==> src/rtl/fnd_pkg.sv <==
// Shared constants for the FND scan decoder.
// Holds the active-low segment codes for hex 0..F, the seg_comm digit-enable
// codes, the digit slot indices and the decoder FSM state encoding.
package fnd_pkg;

  // Active-low 7-segment codes (dp = bit 7, always off) for nibble values 0..F
  localparam logic [7:0] SEG_0 = 8'hC0;
  localparam logic [7:0] SEG_1 = 8'hF9;
  localparam logic [7:0] SEG_2 = 8'hA4;
  localparam logic [7:0] SEG_3 = 8'hB0;
  localparam logic [7:0] SEG_4 = 8'h99;
  localparam logic [7:0] SEG_5 = 8'h92;
  localparam logic [7:0] SEG_6 = 8'h82;
  localparam logic [7:0] SEG_7 = 8'hF8;
  localparam logic [7:0] SEG_8 = 8'h80;
  localparam logic [7:0] SEG_9 = 8'h90;
  localparam logic [7:0] SEG_A = 8'h88;
  localparam logic [7:0] SEG_B = 8'h83;
  localparam logic [7:0] SEG_C = 8'hC6;
  localparam logic [7:0] SEG_D = 8'hA1;
  localparam logic [7:0] SEG_E = 8'h86;
  localparam logic [7:0] SEG_F = 8'h8E;

  // Active-low digit enables
  localparam logic [3:0] COMM_D0    = 4'b1110;
  localparam logic [3:0] COMM_D1    = 4'b1101;
  localparam logic [3:0] COMM_D2    = 4'b1011;
  localparam logic [3:0] COMM_D3    = 4'b0111;
  localparam logic [3:0] COMM_BLANK = 4'b1111;

  // Digit slot indices
  localparam logic [1:0] DIG_MS_ONES = 2'd0;
  localparam logic [1:0] DIG_MS_TENS = 2'd1;
  localparam logic [1:0] DIG_S_ONES  = 2'd2;
  localparam logic [1:0] DIG_S_TENS  = 2'd3;

  // Stability counter width (covers SETTLE up to 255)
  localparam int unsigned CNT_W = 8;

  typedef enum logic [1:0] {
    S_TRACK  = 2'd0,
    S_HOLD   = 2'd1,
    S_COMMIT = 2'd2
  } state_t;

endpackage

==> src/rtl/fnd_scan_decoder_seg_to_bcd.sv <==
// seg_to_bcd: combinational inverse of the active-low 7-segment table.
// Ports:
//   seg    in  [7:0] active-low segment code (dp = bit 7)
//   nibble out [3:0] decoded value 0..F (0 when not valid)
//   valid  out       high when seg is one of the 16 known codes
module seg_to_bcd
  import fnd_pkg::*;
(
  input  logic [7:0] seg,
  output logic [3:0] nibble,
  output logic       valid
);

  always_comb begin
    nibble = 4'h0;
    valid  = 1'b1;
    case (seg)
      SEG_0:   nibble = 4'h0;
      SEG_1:   nibble = 4'h1;
      SEG_2:   nibble = 4'h2;
      SEG_3:   nibble = 4'h3;
      SEG_4:   nibble = 4'h4;
      SEG_5:   nibble = 4'h5;
      SEG_6:   nibble = 4'h6;
      SEG_7:   nibble = 4'h7;
      SEG_8:   nibble = 4'h8;
      SEG_9:   nibble = 4'h9;
      SEG_A:   nibble = 4'hA;
      SEG_B:   nibble = 4'hB;
      SEG_C:   nibble = 4'hC;
      SEG_D:   nibble = 4'hD;
      SEG_E:   nibble = 4'hE;
      SEG_F:   nibble = 4'hF;
      default: valid  = 1'b0;
    endcase
  end

endmodule

==> src/rtl/fnd_scan_decoder.sv <==
// fnd_scan_decoder: reconstructs the sec/msec value shown on a 4-digit
// multiplexed FND by sniffing the scan driver's segment and digit-enable buses.
// Ports:
//   clk, reset          system clock, synchronous active-high reset
//   seg[7:0]            active-low segment bus (dp = bit 7)
//   seg_comm[3:0]       active-low digit enables
//   bcd_msec[6:0]       last valid msec value 0..99
//   bcd_sec[5:0]        last valid sec value 0..59
//   frame_valid         one-cycle pulse when bcd_msec/bcd_sec update
//   seg_err/comm_err/range_err  one-cycle error pulses
//   stale               high when no valid frame for TIMEOUT cycles
module fnd_scan_decoder
  import fnd_pkg::*;
#(
  parameter int unsigned SETTLE  = 4,
  parameter int unsigned TIMEOUT = 2_000_000
) (
  input  logic       clk,
  input  logic       reset,
  input  logic [7:0] seg,
  input  logic [3:0] seg_comm,
  output logic [6:0] bcd_msec,
  output logic [5:0] bcd_sec,
  output logic       frame_valid,
  output logic       seg_err,
  output logic       comm_err,
  output logic       range_err,
  output logic       stale
);

  localparam int unsigned TO_W = (TIMEOUT > 2) ? $clog2(TIMEOUT) : 1;
  localparam logic [CNT_W-1:0] ST_MAX  = CNT_W'(SETTLE - 1);
  localparam logic [TO_W-1:0]  TO_MAX  = TO_W'(TIMEOUT - 1);
  localparam logic [TO_W-1:0]  TO_PRE  = TO_W'(TIMEOUT - 2);

  logic [7:0]       seg_q, seg_p;
  logic [3:0]       comm_q, comm_p;
  logic [CNT_W-1:0] cnt;
  logic [TO_W-1:0]  to_cnt;
  logic [3:0]       mask;
  logic [3:0][3:0]  digits;
  state_t           state;

  logic       changed_c;
  logic [1:0] dig_idx_c;
  logic       comm_ok_c;
  logic       comm_blank_c;
  logic [3:0] mask_set_c;
  logic [3:0] nib_c;
  logic       seg_ok_c;
  logic       range_ok_c;

  seg_to_bcd u_seg_to_bcd (
    .seg    (seg_q),
    .nibble (nib_c),
    .valid  (seg_ok_c)
  );

  // A seg and seg_comm change in the same cycle count as one change
  assign changed_c  = (seg_q != seg_p) || (comm_q != comm_p);
  assign mask_set_c = mask | (4'b0001 << dig_idx_c);
  assign range_ok_c = (digits[DIG_MS_ONES] <= 4'd9) && (digits[DIG_MS_TENS] <= 4'd9) &&
                      (digits[DIG_S_ONES]  <= 4'd9) && (digits[DIG_S_TENS]  <= 4'd5);

  // Digit-enable decode; blank is legal but carries no digit
  always_comb begin
    dig_idx_c    = DIG_MS_ONES;
    comm_ok_c    = 1'b1;
    comm_blank_c = 1'b0;
    case (comm_q)
      COMM_D0:    dig_idx_c    = DIG_MS_ONES;
      COMM_D1:    dig_idx_c    = DIG_MS_TENS;
      COMM_D2:    dig_idx_c    = DIG_S_ONES;
      COMM_D3:    dig_idx_c    = DIG_S_TENS;
      COMM_BLANK: comm_blank_c = 1'b1;
      default:    comm_ok_c    = 1'b0;
    endcase
  end

  // Input capture, settle FSM, frame commit and staleness timer
  always_ff @(posedge clk) begin
    if (reset) begin
      seg_q       <= 8'hFF;
      comm_q      <= 4'hF;
      seg_p       <= 8'hFF;
      comm_p      <= 4'hF;
      cnt         <= '0;
      to_cnt      <= '0;
      mask        <= '0;
      digits      <= '0;
      state       <= S_TRACK;
      bcd_msec    <= '0;
      bcd_sec     <= '0;
      frame_valid <= 1'b0;
      seg_err     <= 1'b0;
      comm_err    <= 1'b0;
      range_err   <= 1'b0;
      stale       <= 1'b0;
    end else begin
      seg_q       <= seg;
      comm_q      <= seg_comm;
      seg_p       <= seg_q;
      comm_p      <= comm_q;
      frame_valid <= 1'b0;
      seg_err     <= 1'b0;
      comm_err    <= 1'b0;
      range_err   <= 1'b0;

      case (state)
        S_TRACK: begin
          if (changed_c) begin
            cnt <= '0;
          end else if (cnt == ST_MAX) begin
            cnt   <= '0;
            state <= S_HOLD;
            // Digit-enable errors take priority over segment errors
            if (comm_blank_c) begin
              cnt <= '0;
            end else if (!comm_ok_c) begin
              comm_err <= 1'b1;
            end else if (!seg_ok_c) begin
              seg_err <= 1'b1;
            end else begin
              digits[dig_idx_c] <= nib_c;
              mask              <= mask_set_c;
              if (mask_set_c == 4'hF) begin
                state <= S_COMMIT;
              end
            end
          end else begin
            cnt <= cnt + CNT_W'(1);
          end
        end
        S_HOLD: begin
          if (changed_c) begin
            cnt   <= '0;
            state <= S_TRACK;
          end
        end
        S_COMMIT: begin
          mask <= '0;
          cnt  <= '0;
          // A change landing on the commit cycle must still restart tracking
          state <= changed_c ? S_TRACK : S_HOLD;
          if (range_ok_c) begin
            bcd_msec    <= 7'(digits[DIG_MS_TENS]) * 7'd10 + 7'(digits[DIG_MS_ONES]);
            bcd_sec     <= 6'(digits[DIG_S_TENS]) * 6'd10 + 6'(digits[DIG_S_ONES]);
            frame_valid <= 1'b1;
          end else begin
            range_err <= 1'b1;
          end
        end
        default: begin
          cnt   <= '0;
          state <= S_TRACK;
        end
      endcase

      // Saturating staleness timer, cleared by each accepted frame
      if (state == S_COMMIT && range_ok_c) begin
        to_cnt <= '0;
        stale  <= 1'b0;
      end else if (to_cnt != TO_MAX) begin
        to_cnt <= to_cnt + TO_W'(1);
        if (to_cnt == TO_PRE) begin
          stale <= 1'b1;
        end
      end
    end
  end

endmodule

==> config.mk <==
export PLATFORM = sky130hd
export DESIGN_NAME = fnd_scan_decoder
export DESIGN_NICKNAME = d
export VERILOG_FILES = /design/src/rtl/fnd_pkg.sv /design/src/rtl/fnd_scan_decoder_seg_to_bcd.sv /design/src/rtl/fnd_scan_decoder.sv
export SDC_FILE = /design/constraint.sdc
export NUM_CORES = 1
export LEC_CHECK = 0
export CAP_MARGIN = 20
export CORE_UTILIZATION = 45
export CTS_CLUSTER_SIZE = 10
export DETAILED_ROUTE_END_ITERATION = 12
export PLACE_DENSITY_LB_ADDON = 0.25
export SLEW_MARGIN = 20
export SYNTH_ARGS = -nofsm -noshare
export SYNTH_HDL_FRONTEND = slang
export SYNTH_SLANG_ARGS = --single-unit
==> constraint.sdc <==
create_clock -name clk -period 3 [get_ports clk]
set_input_delay 0.6 -clock clk [delete_from_list [all_inputs] [get_ports clk]]
set_output_delay 0.6 -clock clk [all_outputs]
set_load 0.03 [all_outputs]
==> run_results.csv, run 1 <==
group,metric,value,unit
setup_path,path_max_fanout,5,
setup_path,rr_worst_depth,6,
logic_synthesis,yosys_most_used_dff,"dfxtp_1",
die,initial_utilization,0.467,
cells_and_area,final_cell_mix,"dfxtp_1, nor2_1, xor2_1",
setup_path,setup.worst_path.start_class,"flop",
timing,timing.fmax,358,MHz
timing,fin_crit,2.79,ns
drt,drt-initial-drc-count,168,
power,p_per_area,435,mW/mm²
setup_path,slowest_delay,0.56,ns
setup_path,path_buf_inv,0,
timing,slew_viol_final,0,
clock_network,numCtsBuffers,9,
flow_run,maxCapViolations,0,
grt,gr-total-overflow,0,
timing,hold_viol_final,0,
timing,setup_viol,0,
cells_and_area,num_antenna_cells,0,
logic_synthesis,synth_edf_count,0,
setup_path,endpoint,"digits[6]",
drt,wl_per_cell,13.1,µm
timing,relSlewSlack,0.430,
drt,drtPass1Iterations,4,
placed_design,port_buffers,31,
logic_synthesis,syn_nets,527,
die,core,0.00982,mm²
clock_network,clock-sinks,93,
setup_path,cpMostUsedCell,"or4_4",
clock_network,clk_pin_slew,0.09,ns
hold_path,min_path_type,"flop to flop",
drt,vias_per_cell,5.27,
clock_network,cts_resized,0,
drt,ant_nets,0,
drt,routed_wirelength,8590,µm
cells_and_area,layout_commonest_cell,"dfxtp_1",
clock_network,hold_buffers,0,
grt,antenna_found_initial,0,
grt,grt_start_max_net_pins,43,
logic_synthesis,synthDistinctLibCells,60,
setup_path,critical-path-slowest-cell,"or4_4",
die,die_x,103,µm
die,rows,36,
cells_and_area,fin_nets,550,
timing,finClkSkew,0.0151,ns
die,dieArea,0.0106,mm²
timing,tns,0,ns
setup_path,critPathLaunch,"cnt[0]",
logic_synthesis,synth_area,0.00459,mm²
clock_network,cts_tree,"done",
logic_synthesis,ys_ff_latch,93,
setup_path,cp_top_family,"simple AND/OR/NAND/NOR gates",
die,die_h,103,µm
logic_synthesis,syn_area_per_cell,9.27,µm²
setup_path,cp.depth,6,
timing,worstMarginPinSlew,0.845,ns
placed_design,hpwl,6240,µm
power,irDropWorstVdd,0.336,mV
setup_path,critPathKind,"flop to flop",
clock_network,root_buffer,"clkbuf_8",
timing,grt_setup_unrepaired,"no",
drt,num_vias,3456,
setup_path,cp_cell_sequence,"ha_1, or4b_1, or4_4, or4_4, nor4_4, mux2i_1",
clock_network,clockBufferDepth,2,
clock_network,clk_latency,0.37,ns
power,p_leak,1.86,nW
grt,grt_pass1_wl,15100,µm
clock_network,h-tree-depth,3,
grt,grt_usage,0.182,
timing,finalCritPeriodShare,0.931,
setup_path,crit_path_end_kind,"flop",
outcome,status,"finished clean",
drt,drc,0,
logic_synthesis,synth_cells,495,
cells_and_area,area_growth,12.4,%
grt,grt_pass1_vias,3254,
cells_and_area,layout-drive-gt1-share,0.117,
logic_synthesis,synth_warnings,0,
logic_synthesis,ys_seq_area_frac,0.406,
setup_path,reg2reg_slack,0.21,ns
setup_path,rr_startpoint,"cnt[0]",
setup_path,worst_ep_arrival_time,3.09,ns
timing,finalWorstSetupSlack,0.207,ns
clock_network,cts_setup_buffers,0,
setup_path,r2r_end,"digits[6]",
power,power,2.24,mW
setup_path,cp.required,3.29,ns
placed_design,place_ws,0.237,ns
logic_synthesis,synthArstFlopShare,0,
die,num_io_pins,32,
placed_design,gp_congestion,0.873,
## power by group
group | total (mW) | switching, mW | internal (mW)
Combinational | 0.120 | 0.0599 | 0.0601
Sequential | 1.28 | 0.0302 | 1.25
Clock | 0.843 | 0.433 | 0.410
Total | 2.24 | 0.523 | 1.72
## worst min path at each step
stage,startpoint,to,slack [ns],depth (start not counted)
CTS,mask[2],mask[2],0.47,2
global placement,mask[2],mask[2],0.44,2
detailed placement,bcd_msec[6],bcd_msec[6],0.44,2
floorplan,mask[2],mask[2],0.43,2
global route,bcd_sec[3],bcd_sec[3],0.49,2
finish,mask[2],mask[2],0.46,2
## synth_stat cells, drive strengths merged (5+ instances only)
cell type  number  area [µm²]
dfxtp          93        1860
nand2          36         135
inv            14        52.6
nand3          16        80.1
nor4           10        92.6
or4             5        46.3
or2            26         163
nor3           11        77.6
and3            5        32.5
xnor2          12         105
xor2           40         350
a21oi           9        45.0
a21o            5        41.3
nand4          16         100
ha             15         188
nor2b           7        43.8
buf             6        32.5
mux2i          17         170
nand2b         14        87.6
clkbuf         17         104
nor2           45         169
o21ai          20         100
## cell type report
| class | count | area (µm²) |
|---|---|---|
| Tap cell | 133 | 166 |
| Fill cell | 952 | 4660 |
| Inverter | 14 | 52.6 |
| Timing Repair Buffer | 36 | 348 |
| Clock inverter | 5 | 58.8 |
| Sequential cell | 93 | 1860 |
| Multi-Input combinational cell | 364 | 2530 |
| Clock buffer | 11 | 141 |
## through the flow
step                hold WS (ns)   util  cell area, µm²  std cells
floorplan                  0.425      -            4590        495
global placement           0.440  0.505            4950        640
detailed placement         0.445  0.505            4950        640
CTS                        0.470  0.525            5150        656
global route               0.493  0.525            5150        656
finish                     0.462  0.525            5150        656
## sequential cells by signal, summed over array words and instances (netlist names)
name and count:
cnt 8, seg_q 8, comm_p 4, bcd_msec 7
range_err 1, seg_err 1, comm_q 4, to_cnt 21
seg_p 8, stale 1, comm_err 1, frame_valid 1
bcd_sec 6, digits 16, mask 4, state 2
## per-layer routing
metal  global-route usage  vias up  routed length (µm)
li1                     -     1756                   -
met3               0.0475       16                 365
met2                0.300       83                4070
met1                0.233     1601                4020
met5                    0        -                   0
met4               0.0607        0                 133
## logic make-up after synthesis
kind of cell,after synthesis,share of synthesized area
XOR/XNOR,52,0.0993
flip-flops,93,0.406
AO/OA/AOI/OAI,55,0.0797
multiplexers,17,0.0371
adder cells (fa/ha/maj),19,0.0562
buffers and inverters,38,0.0434
AND/OR/NAND/NOR,221,0.278
## worst register-to-register path: stages (launching register included)
cell	delay, ns
dfxtp_1	0.41
ha_1	0.23
or4b_1	0.47
or4_4	0.47
or4_4	0.56
nor4_4	0.35
mux2i_1	0.23
No activity file was read; power rests on OpenSTA's default activity.
==> run 2: changes to the inputs <==
--- a/config.mk
+++ b/config.mk
@@ -5,12 +5,14 @@
 export SDC_FILE = /design/constraint.sdc
 export NUM_CORES = 1
 export LEC_CHECK = 0
-export CAP_MARGIN = 20
+export CAP_MARGIN = 25
 export CORE_UTILIZATION = 45
 export CTS_CLUSTER_SIZE = 10
 export DETAILED_ROUTE_END_ITERATION = 12
 export PLACE_DENSITY_LB_ADDON = 0.25
+export RECOVER_POWER = 100
 export SLEW_MARGIN = 20
 export SYNTH_ARGS = -nofsm -noshare
 export SYNTH_HDL_FRONTEND = slang
+export SYNTH_HIERARCHICAL = 1
 export SYNTH_SLANG_ARGS = --single-unit
==> run 2 against run 1 <==
Register-to-register slack better by 0.04 ns. Non-clock buffer count increased by 3. Worst setup slack gained 0.039 ns. Clock-buffer cell count rose by 3. First-iteration DRC count is 38% lower. Clock skew fell by 0.0049 ns. Via count decreased by 2.4%. Routed wire length fell by 0.54%. Total power decreased by 2.7%. Global-route usage is 0.33 points lower. Area after synthesis shrank 1.2%. Critical endpoint is now digits[10]. Highest routed layer unchanged.
==> run_results.csv, run 2 <==
group,metric,value,unit
outcome,status,"finished clean",
cells_and_area,layout-drive-gt1-share,0.105,
timing,worstMarginPinSlew,0.978,ns
power,p_per_area,430,mW/mm²
cells_and_area,regMostFlops,"to_cnt",
grt,antenna_found_initial,0,
clock_network,cts_tree,"done",
power,power,2.18,mW
logic_synthesis,yosysTopAreaCell,"dfxtp_1",
clock_network,clk_latency,0.37,ns
drt,num_vias,3374,
clock_network,cts_resized,0,
drt,wl_per_cell,13.4,µm
clock_network,clockBufferDepth,2,
die,dieArea,0.0105,mm²
logic_synthesis,syn_area_per_cell,9.50,µm²
flow_run,maxCapViolations,0,
cells_and_area,final_cell_mix,"dfxtp_1, nor2_1, xnor2_1",
cells_and_area,reg_top3,"to_cnt (21), digits (16)",
setup_path,endpoint,"digits[10]",
hold_path,min_path_type,"flop to flop",
logic_synthesis,synth_top_cell_area_share,0.411,
timing,grt_setup_unrepaired,"no",
placed_design,gp_congestion,0.954,
die,die_x,102,µm
timing,finalCritPeriodShare,0.918,
setup_path,r2r_end,"digits[10]",
timing,finalWorstSetupSlack,0.246,ns
die,die_h,102,µm
drt,drt-initial-drc-count,104,
clock_network,root_buffer,"clkbuf_8",
logic_synthesis,synth_warnings,6,
die,initial_utilization,0.464,
setup_path,reg2reg_slack,0.25,ns
grt,grt_pass1_vias,3182,
clock_network,numCtsBuffers,9,
logic_synthesis,yosys_most_used_dff,"dfxtp_1",
setup_path,setup.worst_path.start_class,"flop",
logic_synthesis,syn_nets,509,
logic_synthesis,ys_ff_latch,93,
power,irDropWorstVdd,0.174,mV
cells_and_area,num_antenna_cells,0,
logic_synthesis,synthArstFlopShare,0,
timing,tns,0,ns
logic_synthesis,ys_seq_area_frac,0.411,
timing,timing.fmax,363,MHz
die,core,0.00977,mm²
cells_and_area,layout_commonest_cell,"dfxtp_1",
setup_path,rr_worst_depth,7,
setup_path,path_max_fanout,16,
logic_synthesis,synth_edf_count,0,
timing,fin_crit,2.75,ns
logic_synthesis,synth_common_cells,"dfxtp_1, nor2_1, xnor2_1",
setup_path,rr_startpoint,"seg_q[4]",
setup_path,crit_path_end_kind,"flop",
drt,ant_nets,0,
power,p_leak,2.02,nW
die,num_io_pins,32,
logic_synthesis,synth_area_leaders,"dfxtp_1, xnor2_1, ha_1",
clock_network,h-tree-depth,3,
logic_synthesis,synth_area,0.00453,mm²
grt,grt_start_max_net_pins,51,
drt,routed_wirelength,8540,µm
die,rows,36,
timing,slew_viol_final,0,
placed_design,place_ws,0.334,ns
placed_design,hpwl,6000,µm
setup_path,cp.required,3.25,ns
placed_design,port_buffers,31,
grt,grt_usage,0.179,
clock_network,clk_pin_slew,0.09,ns
clock_network,hold_buffers,0,
setup_path,critPathLaunch,"seg_q[4]",
clock_network,clock-sinks,93,
logic_synthesis,synthDistinctLibCells,60,
logic_synthesis,synth_most_common_cell,"dfxtp_1",
drt,drtPass1Iterations,4,
timing,hold_slack,0.469,ns
drt,vias_per_cell,5.29,
clock_network,cts_setup_buffers,0,
setup_path,critPathKind,"flop to flop",
timing,setup_viol,0,
grt,grt_pass1_wl,14600,µm
cells_and_area,area_growth,12.2,%
timing,relSlewSlack,0.348,
setup_path,worst_ep_arrival_time,3.01,ns
logic_synthesis,synth_cells,477,
grt,gr-total-overflow,0,
cells_and_area,largest_reg_flops,21,
timing,hold_viol_final,0,
drt,drc,0,
cells_and_area,fin_nets,533,
timing,finClkSkew,0.0103,ns
-- run 2: cell count changes after synthesis, sizes merged, moves of 5 or more --
cell	delta
a22o	+9
nand2	-15
nand2b	+13
nand3	-9
nor2	-10
o21a	+5
o21ai	-9
xnor2	+18
xor2	-22
-- run 2: layout make-up --
type	count	area, µm²
flip-flops and latches	93	1860
fillers	911	4690
repair buffers	39	363
clock buffers	14	173
inverters	16	60.1
clock inverters	1	5.00
multi-input cells	342	2460
well taps	133	166
-- run 2: routing by layer --
metal	GRT usage	up-vias	part of all wire
met2	0.283	67	0.46
met1	0.226	1578	0.49
li1	-	1717	-
met4	0.0813	0	0.016
met5	0	-	0
met3	0.0499	12	0.039
-- run 2: critical path, cell delays in order, from the launching register on --
cell and delay, ns:
dfxtp_1 0.68, nand4b_1 0.17, a2111o_1 0.43, o31ai_1 0.08
or3_1 0.19, nand2_1 0.20, or4_1 0.71, mux2i_1 0.17
-- run 2: report_power, final --
group          internal, mW  leakage [nW]  switching [mW]  total (mW)
Combinational        0.0672          1.17          0.0615       0.129
Clock                 0.365        0.0926           0.410       0.775
Sequential             1.25         0.755          0.0293        1.28
Total                  1.68          2.02           0.501        2.18
-- run 2: kinds of logic (layout without fill, tap and decap cells) --
family	Yosys count	after routing	share of synthesized area
AND/OR/NAND/NOR	194	194	0.256
flip-flops	93	93	0.411
AO/OA/AOI/OAI	63	63	0.101
XOR/XNOR	48	48	0.0927
buffers and inverters	42	70	0.0428
adder cells (fa/ha/maj)	19	19	0.0569
multiplexers	18	18	0.0400
-- run 2: through the flow --
| stage | cells | instance area (µm²) | util |
|---|---|---|---|
| global placement | 623 | 4940 | 0.505 |
| detailed placement | 623 | 4940 | 0.505 |
| finish | 638 | 5090 | 0.520 |
| global route | 638 | 5090 | 0.520 |
| floorplan | 477 | 4530 | - |
| CTS | 638 | 5110 | 0.523 |
-- run 2: how the worst min path moves through the flow --
stage                startpoint     endpoint  slack, ns  cells past startpoint
floorplan               mask[2]      mask[2]       0.44                      1
CTS                     mask[2]      mask[2]       0.47                      1
global placement        mask[2]      mask[2]       0.45                      1
global route        bcd_msec[0]  bcd_msec[0]       0.49                      1
finish                digits[8]   bcd_sec[0]       0.47                      1
detailed placement      mask[2]      mask[2]       0.45                      1
==> run 3: changes to the inputs <==
--- a/config.mk
+++ b/config.mk
@@ -14,5 +14,4 @@
 export SLEW_MARGIN = 20
 export SYNTH_ARGS = -nofsm -noshare
 export SYNTH_HDL_FRONTEND = slang
-export SYNTH_HIERARCHICAL = 1
 export SYNTH_SLANG_ARGS = --single-unit
==> run 3 against run 2 <==
Sequential power about the same. Global-route usage increased by 0.33 points. Non-clock buffer count decreased by 3. Largest power group unchanged. Critical path type unchanged. Total power increased by 2.7%.
==> run_results.csv, run 3 (synthesis gave the netlist of run 1 again) <==
group,metric,value,unit
timing,grt_setup_unrepaired,"no",
drt,num_vias,3444,
clock_network,clk_pin_slew,0.09,ns
setup_path,rr_startpoint,"cnt[0]",
setup_path,crit_path_end_kind,"flop",
die,num_io_pins,32,
placed_design,dp.cells,640,
placed_design,gp_congestion,0.873,
die,dieArea,0.0106,mm²
drt,drt-initial-drc-count,146,
cells_and_area,layout-drive-gt1-share,0.111,
timing,relSlewSlack,0.122,
drt,routed_wirelength,8580,µm
timing,setup_viol,0,
clock_network,clock-sinks,93,
cells_and_area,num_antenna_cells,0,
cells_and_area,stdcell_count,656,
grt,gr-total-overflow,0,
die,initial_utilization,0.467,
setup_path,cp_top_family,"simple AND/OR/NAND/NOR gates",
timing,finClkSkew,0.0153,ns
cells_and_area,reg_top3,"to_cnt (21), digits (16)",
clock_network,root_buffer,"clkbuf_8",
clock_network,cts_resized,0,
timing,fin_crit,2.79,ns
cells_and_area,postLayoutCellArea,0.00515,mm²
grt,antenna_found_initial,0,
power,irDropWorstVdd,0.335,mV
grt,grt_pass1_vias,3254,
die,die_x,103,µm
power,clkPwrFrac,0.375,
placed_design,hpwl,6240,µm
clock_network,cts_tree,"done",
power,p_sw,0.523,mW
power,p_leak,1.91,nW
hold_path,hold_depth,2,
clock_network,hold_buffers,0,
cells_and_area,final_cell_mix,"dfxtp_1, nor2_1, xor2_1",
setup_path,setup.worst_path.start_class,"flop",
power,p_per_area,436,mW/mm²
setup_path,cpMostUsedCell,"or4_4",
placed_design,placed_area,0.00495,mm²
hold_path,min_to,"bcd_sec[2]",
clock_network,clockBufferDepth,2,
grt,grt_usage,0.182,
power,comb_power_share,0.053,
setup_path,path_max_fanout,5,
placed_design,port_buffers,31,
cells_and_area,regMostFlops,"to_cnt",
setup_path,r2r_end,"digits[6]",
cells_and_area,largest_reg_flops,21,
grt,grt_pass1_wl,15100,µm
power,p_int,1.72,mW
timing,tns,0,ns
die,rows,36,
cells_and_area,layout_commonest_cell,"dfxtp_1",
outcome,status,"finished clean",
drt,vias_per_cell,5.25,
timing,worstMarginPinSlew,1.32,ns
cells_and_area,finish.utilization,0.524,
die,core,0.00982,mm²
power,pwr-share-seq,0.571,
cells_and_area,area_growth,12.2,%
drt,ant_nets,0,
flow_run,maxCapViolations,0,
cells_and_area,fill_cells,954,
clock_network,numCtsBuffers,9,
setup_path,cp_cell_sequence,"ha_1, or4b_1, or4_4, or4_4, nor4_4, mux2i_1",
timing,slew_viol_final,0,
timing,finalCritPeriodShare,0.930,
setup_path,rr_worst_depth,6,
setup_path,cp.required,3.29,ns
clock_network,cts_setup_buffers,0,
setup_path,critical-path-slowest-cell,"or4_4",
timing,timing.fmax,358,MHz
drt,drtPass1Iterations,4,
setup_path,reg2reg_slack,0.21,ns
drt,wl_per_cell,13.1,µm
power,power.share.switching,0.233,
cells_and_area,seqCellArea,0.00186,mm²
cells_and_area,fin_nets,550,
hold_path,min_from,"bcd_sec[2]",
timing,hold_viol_final,0,
clock_network,clk_latency,0.37,ns
clock_network,h-tree-depth,3,
grt,grt_start_max_net_pins,43,
setup_path,slowest_delay,0.56,ns
cells_and_area,multi_input_area,0.00253,mm²
hold_path,min_path_type,"flop to flop",
die,die_h,103,µm
setup_path,path_buf_inv,0,
drt,drc,0,
setup_path,critPathKind,"flop to flop",
setup_path,worst_ep_arrival_time,3.09,ns
==> run 3: worst max-delay path by stage <==
stage           start         to  slack (ns)  cells past startpoint
6_report       cnt[0]  digits[6]        0.21                      6
5_1_grt        cnt[0]  digits[5]        0.06                      6
4_1_cts        cnt[0]  digits[5]        0.20                      6
3_5_place_dp   cnt[0]  digits[5]        0.24                      6
3_3_place_gp   cnt[0]  digits[7]        0.29                      6
2_1_floorplan  cnt[0]  digits[5]        0.43                      6
==> run 3: worst reg2reg max path, cell delays in order, from the launching register on <==
cell and delay, ns:
dfxtp_1 0.41, ha_1 0.23, or4b_1 0.47, or4_4 0.47
or4_4 0.56, nor4_4 0.35, mux2i_1 0.23
==> run 3: per-stage QoR <==
| stage | hold WS, ns | total power, mW | worst slack, ns |
|---|---|---|---|
| 2_1_floorplan | 0.425 | 1.40 | 0.432 |
| 3_3_place_gp | 0.440 | 1.43 | 0.287 |
| 3_5_place_dp | 0.445 | 1.43 | 0.237 |
| 4_1_cts | 0.470 | 2.27 | 0.202 |
| 5_1_grt | 0.490 | 2.34 | 0.0609 |
| 6_report | 0.459 | 2.24 | 0.209 |
==> run 3: routing by layer <==
| layer | track usage | vias to the layer above | wire length [µm] | share of wire |
|---|---|---|---|---|
| met1 | 0.233 | 1609 | 4060 | 0.47 |
| met3 | 0.0475 | 14 | 305 | 0.036 |
| met4 | 0.0607 | 0 | 129 | 0.015 |
| met2 | 0.300 | 63 | 4090 | 0.48 |
| met5 | 0 | - | 0 | 0 |
| li1 | - | 1758 | - | - |
==> run 3: area by class of cell <==
cell class,count,share of cell area
timing repair buffer,36,0.0661
clock buffer,11,0.0275
multi-input combinational,364,0.491
tap,133,0.0323
clock inverter,5,0.0114
inverter,14,0.0102
sequential,93,0.362
==> run 3: power by group through the flow <==
| stage | Sequential, mW | Clock (mW) | Combinational, mW |
|---|---|---|---|
| after floorplan | 1.29 | 0 | 0.108 |
| after global placement | 1.31 | 0 | 0.118 |
| after detailed placement | 1.31 | 0 | 0.120 |
| after CTS | 1.28 | 0.872 | 0.120 |
| after global routing | 1.29 | 0.923 | 0.133 |
| final | 1.28 | 0.842 | 0.120 |
